<file path="src/rtl/alarm_pkg.sv">
// alarm_pkg
// Shared definitions for the alarm path: ring-controller state encoding,
// BCD HH:MM field layout, LED patterns and the BCD time validity check.
// The alarm-set service uses the same validity check.
// No ports (package).
package alarm_pkg;

  typedef enum logic [1:0] {
    IDLE   = 2'd0,
    ARMED  = 2'd1,
    RING   = 2'd2,
    SNOOZE = 2'd3
  } alarm_state_t;

  // Layout of a 16-bit BCD time word {H10,H1,M10,M1}
  localparam int BCD_W   = 4;
  localparam int H10_LSB = 12;
  localparam int H1_LSB  = 8;
  localparam int M10_LSB = 4;
  localparam int M1_LSB  = 0;

  localparam logic [15:0] LED_ON  = 16'hFFFF;
  localparam logic [15:0] LED_OFF = 16'h0000;

  // True when the word is a legal 24-hour time 00:00..23:59.
  function automatic logic bcd_time_valid(input logic [15:0] t);
    logic [3:0] h10;
    logic [3:0] h1;
    logic [3:0] m10;
    logic [3:0] m1;
    h10 = t[H10_LSB +: BCD_W];
    h1  = t[H1_LSB  +: BCD_W];
    m10 = t[M10_LSB +: BCD_W];
    m1  = t[M1_LSB  +: BCD_W];
    // With H10 already limited to 2, HH<=23 only fails for 24..29
    return (h10 <= 4'd2) && (h1 <= 4'd9) && (m10 <= 4'd5) && (m1 <= 4'd9) &&
           !((h10 == 4'd2) && (h1 > 4'd3));
  endfunction

endpackage

</file>
<file path="src/rtl/btn_edge.sv">
// btn_edge
// Rising-edge detector for one push-button level. The pulse is registered,
// so it appears on the cycle after the level was first sampled high;
// a held button gives exactly one pulse.
// Ports:
//   clk    in  system clock
//   resetn in  asynchronous active-low reset
//   btn    in  button level
//   pulse  out one-cycle pulse per 0->1 transition of btn
module btn_edge (
  input  logic clk,
  input  logic resetn,
  input  logic btn,
  output logic pulse
);

  logic btn_q;

  // Previous level plus registered edge pulse
  always_ff @(posedge clk or negedge resetn) begin
    if (!resetn) begin
      btn_q <= 1'b0;
      pulse <= 1'b0;
    end else begin
      btn_q <= btn;
      pulse <= btn & ~btn_q;
    end
  end

endmodule

</file>
<file path="src/rtl/alarm_ring_ctrl.sv">
// alarm_ring_ctrl
// Latches the BCD HH:MM alarm published by the alarm-set service, compares it
// with the running time and drives the ring indication until dismissed,
// timed out or (optionally) snoozed.
// Optional feature macro: ALARM_SNOOZE_EN (builds the SNOOZE state, snooze
// counter and push_u handling; without it push_u is ignored).
// Parameters:
//   RING_SECS   seconds a ring lasts before auto-stop (1..255)
//   SNOOZE_SECS seconds of snooze before re-ring (1..1023)
// Ports:
//   clk, resetn   clock, asynchronous active-low reset
//   alarm_valid   one-cycle load strobe for alarm
//   alarm         BCD {H10,H1,M10,M1} alarm time
//   cur_time      BCD {H10,H1,M10,M1} current time
//   sec_tick      one-cycle pulse per second
//   push_c/u/d    dismiss / snooze / disarm button levels
//   armed         alarm loaded and active
//   ringing       ring in progress
//   led           blink pattern (FFFF on even seconds of a ring)
//   ring_done     one-cycle pulse when a ring ends by dismiss or timeout
module alarm_ring_ctrl
  import alarm_pkg::*;
#(
  parameter int RING_SECS   = 60,
  parameter int SNOOZE_SECS = 300
) (
  input  logic        clk,
  input  logic        resetn,
  input  logic        alarm_valid,
  input  logic [15:0] alarm,
  input  logic [15:0] cur_time,
  input  logic        sec_tick,
  input  logic        push_c,
  input  logic        push_u,
  input  logic        push_d,
  output logic        armed,
  output logic        ringing,
  output logic [15:0] led,
  output logic        ring_done
);

  // Terminal count is checked against the value before the increment, so
  // the ring ends on the same edge that would make the count RING_SECS.
  localparam logic [7:0] RING_LAST = 8'(RING_SECS - 1);
`ifdef ALARM_SNOOZE_EN
  localparam logic [9:0] SNOOZE_LAST = 10'(SNOOZE_SECS - 1);
`endif

  alarm_state_t state;
  alarm_state_t state_nx;
  logic [15:0]  alarm_reg;
  logic         match;
  logic         match_d;
  logic         load_ok;
  logic [7:0]   ring_cnt;
  logic [7:0]   ring_cnt_nx;
  logic         phase;
  logic         phase_nx;
  logic         done_nx;
  logic         ev_c;
  logic         ev_u;
  logic         ev_d;
`ifdef ALARM_SNOOZE_EN
  logic [9:0]   snz_cnt;
  logic [9:0]   snz_cnt_nx;
`endif

  btn_edge u_edge_c (.clk(clk), .resetn(resetn), .btn(push_c), .pulse(ev_c));
  btn_edge u_edge_u (.clk(clk), .resetn(resetn), .btn(push_u), .pulse(ev_u));
  btn_edge u_edge_d (.clk(clk), .resetn(resetn), .btn(push_d), .pulse(ev_d));

  assign load_ok = alarm_valid && bcd_time_valid(alarm);
  assign match   = (cur_time == alarm_reg);

  // Next state. A valid load overrides everything; within RING the order is
  // dismiss, timeout, snooze, then plain second counting. In ARMED, disarm
  // wins over a coincident match edge.
  always_comb begin
    state_nx    = state;
    ring_cnt_nx = ring_cnt;
    phase_nx    = phase;
    done_nx     = 1'b0;
`ifdef ALARM_SNOOZE_EN
    snz_cnt_nx  = snz_cnt;
`endif
    if (load_ok) begin
      state_nx    = ARMED;
      ring_cnt_nx = 8'd0;
      phase_nx    = 1'b0;
    end else begin
      case (state)
        IDLE: begin
        end
        ARMED: begin
          if (ev_d) begin
            state_nx = IDLE;
          end else if (match && !match_d) begin
            state_nx    = RING;
            ring_cnt_nx = 8'd0;
            phase_nx    = 1'b0;
          end
        end
        RING: begin
          if (ev_c) begin
            state_nx = ARMED;
            done_nx  = 1'b1;
          end else if (sec_tick && (ring_cnt == RING_LAST)) begin
            state_nx = ARMED;
            done_nx  = 1'b1;
`ifdef ALARM_SNOOZE_EN
          end else if (ev_u) begin
            state_nx   = SNOOZE;
            snz_cnt_nx = 10'd0;
`endif
          end else if (sec_tick) begin
            ring_cnt_nx = ring_cnt + 8'd1;
            phase_nx    = ~phase;
          end
        end
`ifdef ALARM_SNOOZE_EN
        SNOOZE: begin
          if (ev_c) begin
            state_nx = ARMED;
            done_nx  = 1'b1;
          end else if (sec_tick && (snz_cnt == SNOOZE_LAST)) begin
            state_nx    = RING;
            ring_cnt_nx = 8'd0;
            phase_nx    = 1'b0;
          end else if (sec_tick) begin
            snz_cnt_nx = snz_cnt + 10'd1;
          end
        end
`endif
        default: begin
          state_nx = IDLE;
        end
      endcase
    end
  end

  // State, counters, alarm latch and match history
  always_ff @(posedge clk or negedge resetn) begin
    if (!resetn) begin
      state     <= IDLE;
      ring_cnt  <= 8'd0;
      phase     <= 1'b0;
      alarm_reg <= 16'h0000;
      match_d   <= 1'b0;
`ifdef ALARM_SNOOZE_EN
      snz_cnt   <= 10'd0;
`endif
    end else begin
      state    <= state_nx;
      ring_cnt <= ring_cnt_nx;
      phase    <= phase_nx;
      match_d  <= match;
      if (load_ok) begin
        alarm_reg <= alarm;
      end
`ifdef ALARM_SNOOZE_EN
      snz_cnt  <= snz_cnt_nx;
`endif
    end
  end

  // Outputs are decoded from the next-state values so they change on the
  // same edge as the state itself, glitch-free.
  always_ff @(posedge clk or negedge resetn) begin
    if (!resetn) begin
      armed     <= 1'b0;
      ringing   <= 1'b0;
      led       <= LED_OFF;
      ring_done <= 1'b0;
    end else begin
      armed     <= (state_nx != IDLE);
      ringing   <= (state_nx == RING);
      led       <= ((state_nx == RING) && !phase_nx) ? LED_ON : LED_OFF;
      ring_done <= done_nx;
    end
  end

endmodule

</file>
<file path="config.mk">
export PLATFORM = sky130hd
export DESIGN_NAME = alarm_ring_ctrl
export DESIGN_NICKNAME = d
export VERILOG_FILES = /design/src/rtl/alarm_pkg.sv /design/src/rtl/btn_edge.sv /design/src/rtl/alarm_ring_ctrl.sv
export SDC_FILE = /design/constraint.sdc
export NUM_CORES = 1
export LEC_CHECK = 0
export CORE_MARGIN = 2
export CORE_UTILIZATION = 35
export DETAILED_ROUTE_END_ITERATION = 8
export DONT_BUFFER_PORTS = 1
export GPL_TIMING_DRIVEN = 0
export MAX_ROUTING_LAYER = met4
export SYNTH_ARGS = -nofsm -noshare
export SYNTH_HDL_FRONTEND = slang
export SYNTH_HIERARCHICAL = 1
export SYNTH_SLANG_ARGS = --single-unit
</file>
<file path="constraint.sdc">
create_clock -name clk -period 4.6 [get_ports clk]
set_clock_uncertainty 0.05 [all_clocks]
set_input_delay 0.92 -clock clk [delete_from_list [all_inputs] [get_ports clk]]
set_output_delay 0.92 -clock clk [all_outputs]
set_load 0.02 [all_outputs]
</file>
After elaboration in Yosys (flattened, before gate mapping) --
Index checks and enable logic that the tools add are counted.
Storage, ports and cells: input bits 39, logic and storage cells 76, register bits 51
Cells by class: bitwise logic cells 5, muxes and demuxes 25, order comparisons 5, equal/unequal tests 11, add/sub/neg operators 1, reduce and logical (&&, ||, !) cells 16
Operators with widths (number):
- $mux W8 | 6
- $eq A16 B16 Y1 | 1
- $mux W16 | 1
- $pmux W8 S2 | 1
- $ne A3 B3 Y1 const B | 5
- $mux W1 | 10
- $mux W2 | 5
- $logic_and A1 B1 Y1 | 9
- $add A8 B1 Y8 const B | 1
- $eq A8 B6 Y1 const B | 1
- $le A4 B4 Y1 const B | 2
- $pmux W2 S3 | 1
- $reduce_and A6 Y1 | 1
- $eq A2 B2 Y1 const B | 2
- $eq A4 B2 Y1 const B | 1
- $gt A4 B2 Y1 const B | 1
- $le A4 B2 Y1 const B | 1
- $le A4 B3 Y1 const B | 1
- $logic_not A1 Y1 | 3
- $not A1 Y1 | 3
- $reduce_bool A3 Y1 | 1
- $and A1 B1 Y1 | 2
- $eq A2 B1 Y1 const B | 1
- $logic_not A2 Y1 | 1
- 2 further kinds | 2

Longest topological paths before layout --
depth in word-level cells 10, mapped depth 9, mapped depth without buffers 8

Hierarchy --
Netlist, hierarchy kept.
Modules (own cells, without submodules):
- alarm_ring_ctrl | area an instance 1924.3 um2, instances 1, sequential area each 800.8 um2, cells each 205
- btn_edge | area an instance 63.8 um2, instances 2, sequential area each 50.0 um2, cells each 3

Worst setup path after synthesis --
Ideal clock, no wire load.
path type input port to flip-flop, start input cur_time[5], end register ring_cnt[3], stages on the path 7, setup slack 2.354 ns, arrival time 2.070 ns, setup time 0.126 ns, cell sequence xor2_1 > nor4_2 > nand4_1 > o21ai_2 > buf_6 > a21boi_2 > o22ai_1
Between the ends: word-level cells in the longest chain between the ends 4
Ends and longest elaborated chain:
- start: declaration | line alarm_ring_ctrl.sv:31 | input logic [15:0] cur_time,
- $eq A16 B16 Y1 | line alarm_ring_ctrl.sv:73 | assign match = (cur_time == alarm_reg);
- $logic_and A1 B1 Y1 | line alarm_ring_ctrl.sv:97 | end else if (match && !match_d) begin
- $ne A3 B3 Y1 (no source line)
- $reduce_and A6 Y1 (no source line)
- end signal: assignment | line alarm_ring_ctrl.sv:154 | ring_cnt <= ring_cnt_nx;
- end: declaration | line alarm_ring_ctrl.sv:55 | logic [7:0] ring_cnt;
Every way passes these cells. A chain may end at the register's enable or synchronous reset.

Worst setup path in the final report --
start input cur_time[11], end register ring_cnt[3]
The elaborated chain is that of the path after synthesis.

==> results.md <==
- Status: completed
- Die ar.: 6490 sq um
- Yosys warnings: 6
- Final Instance Area: around 2200 sq um
- Initial antenna violation count: 0
- CP Data Required Time: ~4700 ps
- I/O Pins: 58
- Worst path slowest cell: nor4_1
- Crit-path max FO: 10
- Delay of the slowest critical-path stage: between 400 and 500 ps
- CTS tree: done
- Worst-margin pin slew: 546 ps
- Fmax: ~0.42 GHz
- H-tree depth: 2
- Number of buffers created by CTS: 5
- GRT Max-Usage Layer: met2
- Worst Hold Class: in -> async
- Initial DRC count: 72
- Final Hold Fails: 0
- Reg2Reg Launch Point: alarm_reg[11]
- Met3 usage: 4.04%
- Global routing met1 resource utilization: 18.3%
- Power Total: between 600 and 700 uW
- Drt pass-1 iters: 4
- First-pass GRT wire length: 6.82 mm
- CTS root buf: clkbuf_8
- DP HPWL: 3.09 mm
- Site Rows: 27
- Area post-placement: roughly 2100 sq um
- Type of the worst setup path: in -> reg
- Max FFs per register: 16
- Worst Path Arrival: roughly 2500 ps
- Die Wd: ~81 um
- DRT Wirelength: 4.19 mm
- Most common library cell in the layout ignoring fill and taps: nand2_1
- Synth-to-Final Area Change: 8.90%
- TritonCTS sink count: 36
- Remaining antenna violation count: 0
- Largest net degree at the start of global routing: 37
- Max clock buf depth: 2
- Share of the synthesized area in the top cell type: a little over two fifths
- Post-Syn Nets: 255
- Gr usage total: 14.4%
- DR WL/cell: approximately 14 um
- I/O Buffers: 0
- Hold_buf cts: 0
- Synth unique cells: 52
- Critical R2R Capture: ring_cnt[3]
- # diodes: 0
- Final Setup Violations: 0
- RSZ-0062 raised after global routing: no
- Register area share after synthesis: 43.9%
- Worst path buffer plus inverter count: 1
- Fin crit share: between 50% and 60%
- Clk_lat worst skew: about 300 ps
- Crit path time final: 2370 ps
- GP Congestion: 0.861
- Die Y-Extent: 80.6 um
- Yosys top cell by area: dfrtp_1
- Starting Density: 36.8%
- R2R Setup Slk: 2430 ps
- Grt met2 use: 22.1%
- Number of global-route vias before repair: around 1,400
- Crit-path cells: xor2_1 > nor4_1 > nand4_1 > o21ai_2 > buf_6 > a21boi_2 > o22ai_1
- Relative slew slack: 63.6%
- Post-CTS Resized: 0
- Reg clk slew, reported paths: 90 ps
- Final Max Tran Viols: 0
- Core Area: 5570 sq um
- Share of cells above drive strength 1: between 20% and 30%
- Syn_area_per_cell: 9.72 sq um
- Total negative slack: 0 ps
- CP Capture Type: flip-flop
- Pwr/cell area: roughly 310 nW/um^2
- CP Launch Type: input pin
- Area contributors post-synth: dfrtp_1 (44%), nand2_1 (9.0%), xor2_1 (6.8%)
- Post-CTS Setup Inserts: 0
- Most frequent cells in the layout: nand2_1 (49), dfrtp_1 (36), xor2_1 (16), buf_4 (15), inv_1 (13)
- Vias: 1,468
- Worst r2r path cells: 7
- Largest delay contributor family on the critical path: simple AND/OR/NAND/NOR gates
- Synth Instances: 211
- Synth Register Bits: 36
- Leak: 1.08 nW
- # DRC: 0
- Post-DR vias/cell: ~5.0
- Gr ovfl total: 0
- Post-Syn Area: around 2100 sq um
- MaxCap Viol Count: 0
- Final nets: roughly 260
- VDD IR max: between 0.1 and 0.15 mV
-- routing by layer --
metal,part of all wire [%],vias to the layer above
li1,-,721
met1,45,694
met2,46,47
met3,7.5,6
met4,1.5,0
met5,0,-
-- through the flow --
| step | hold slack [ps] | cells | util (%) | setup WS, ps |
|---|---|---|---|---|
| CTS | 248 | 291 | 40.1 | 2220 |
| floorplan | 379 | 211 | - | 2350 |
| finish | 251 | 291 | 40.1 | 2230 |
| detailed placement | 386 | 283 | 38.4 | 1910 |
| global route | 237 | 291 | 40.1 | 2080 |
| global placement | 381 | 283 | 38.4 | 1920 |
-- worst max path at each step --
stage               cells past startpoint    startpoint  slack [ps]          end
detailed placement                      7  cur_time[11]        1910  ring_cnt[7]
CTS                                     7  cur_time[11]        2220  ring_cnt[3]
floorplan                               7   cur_time[5]        2350  ring_cnt[3]
global route                            7  cur_time[11]        2080  ring_cnt[3]
global placement                        7  cur_time[11]        1920  ring_cnt[3]
finish                                  7  cur_time[11]        2230  ring_cnt[3]
-- layout make-up --
class,count,area (sq um)
plain buffers,22,150
clock buffers,5,68.8
clock inverters,3,23.8
fillers,574,3340
inverters,13,48.8
multi-input cells,140,952
flip-flops and latches,36,901
well taps,72,90.1
-- cells by family (layout without fill, tap and decap cells) --
kind of cell	after synthesis	after routing	synth area share, %
adders and majority gates	5	5	3.05
muxes	1	1	0.488
DFF	36	36	43.9
buffers and inverters	35	43	9.70
and+or+nand+nor	88	88	22.6
xor gates and xnor gates	16	16	6.83
AOI/OAI and AO/OA	30	30	13.5
-- synthesized netlist by cell type, drive strengths merged --
| master | count |
|---|---|
| nor4 | 4 |
| inv | 13 |
| and4b | 1 |
| o21ai | 6 |
| dfrtp | 36 |
| nor3 | 3 |
| a211oi | 1 |
| nand4 | 4 |
| a21oi | 2 |
| a311oi | 1 |
| nand2 | 50 |
| o21a | 1 |
| nand3b | 2 |
| clkbuf | 3 |
| or3 | 3 |
| a41oi | 1 |
| ha | 5 |
| nor4b | 1 |
| o211ai | 1 |
| or4 | 1 |
| mux2i | 1 |
| nand4b | 1 |
| a21boi | 2 |
| a211o | 2 |
| xor2 | 16 |
| buf | 19 |
| o31ai | 1 |
| o2111ai | 1 |
| and2 | 3 |
| nor2b | 2 |
| o22ai | 2 |
| nor3b | 1 |
| o41ai | 3 |
| a31oi | 1 |
| nand2b | 3 |
| a21o | 1 |
| o311ai | 2 |
| and4 | 1 |
| a31o | 1 |
| o32ai | 1 |
| nor2 | 6 |
| nand3 | 2 |
-- power breakdown --
group	internal [mW]	switching [mW]	total, mW
Clock	0.107	0.127	0.234
Sequential	0.352	0.0281	0.380
Combinational	0.0433	0.0387	0.0820
Power figures use the tool's default switching activity.
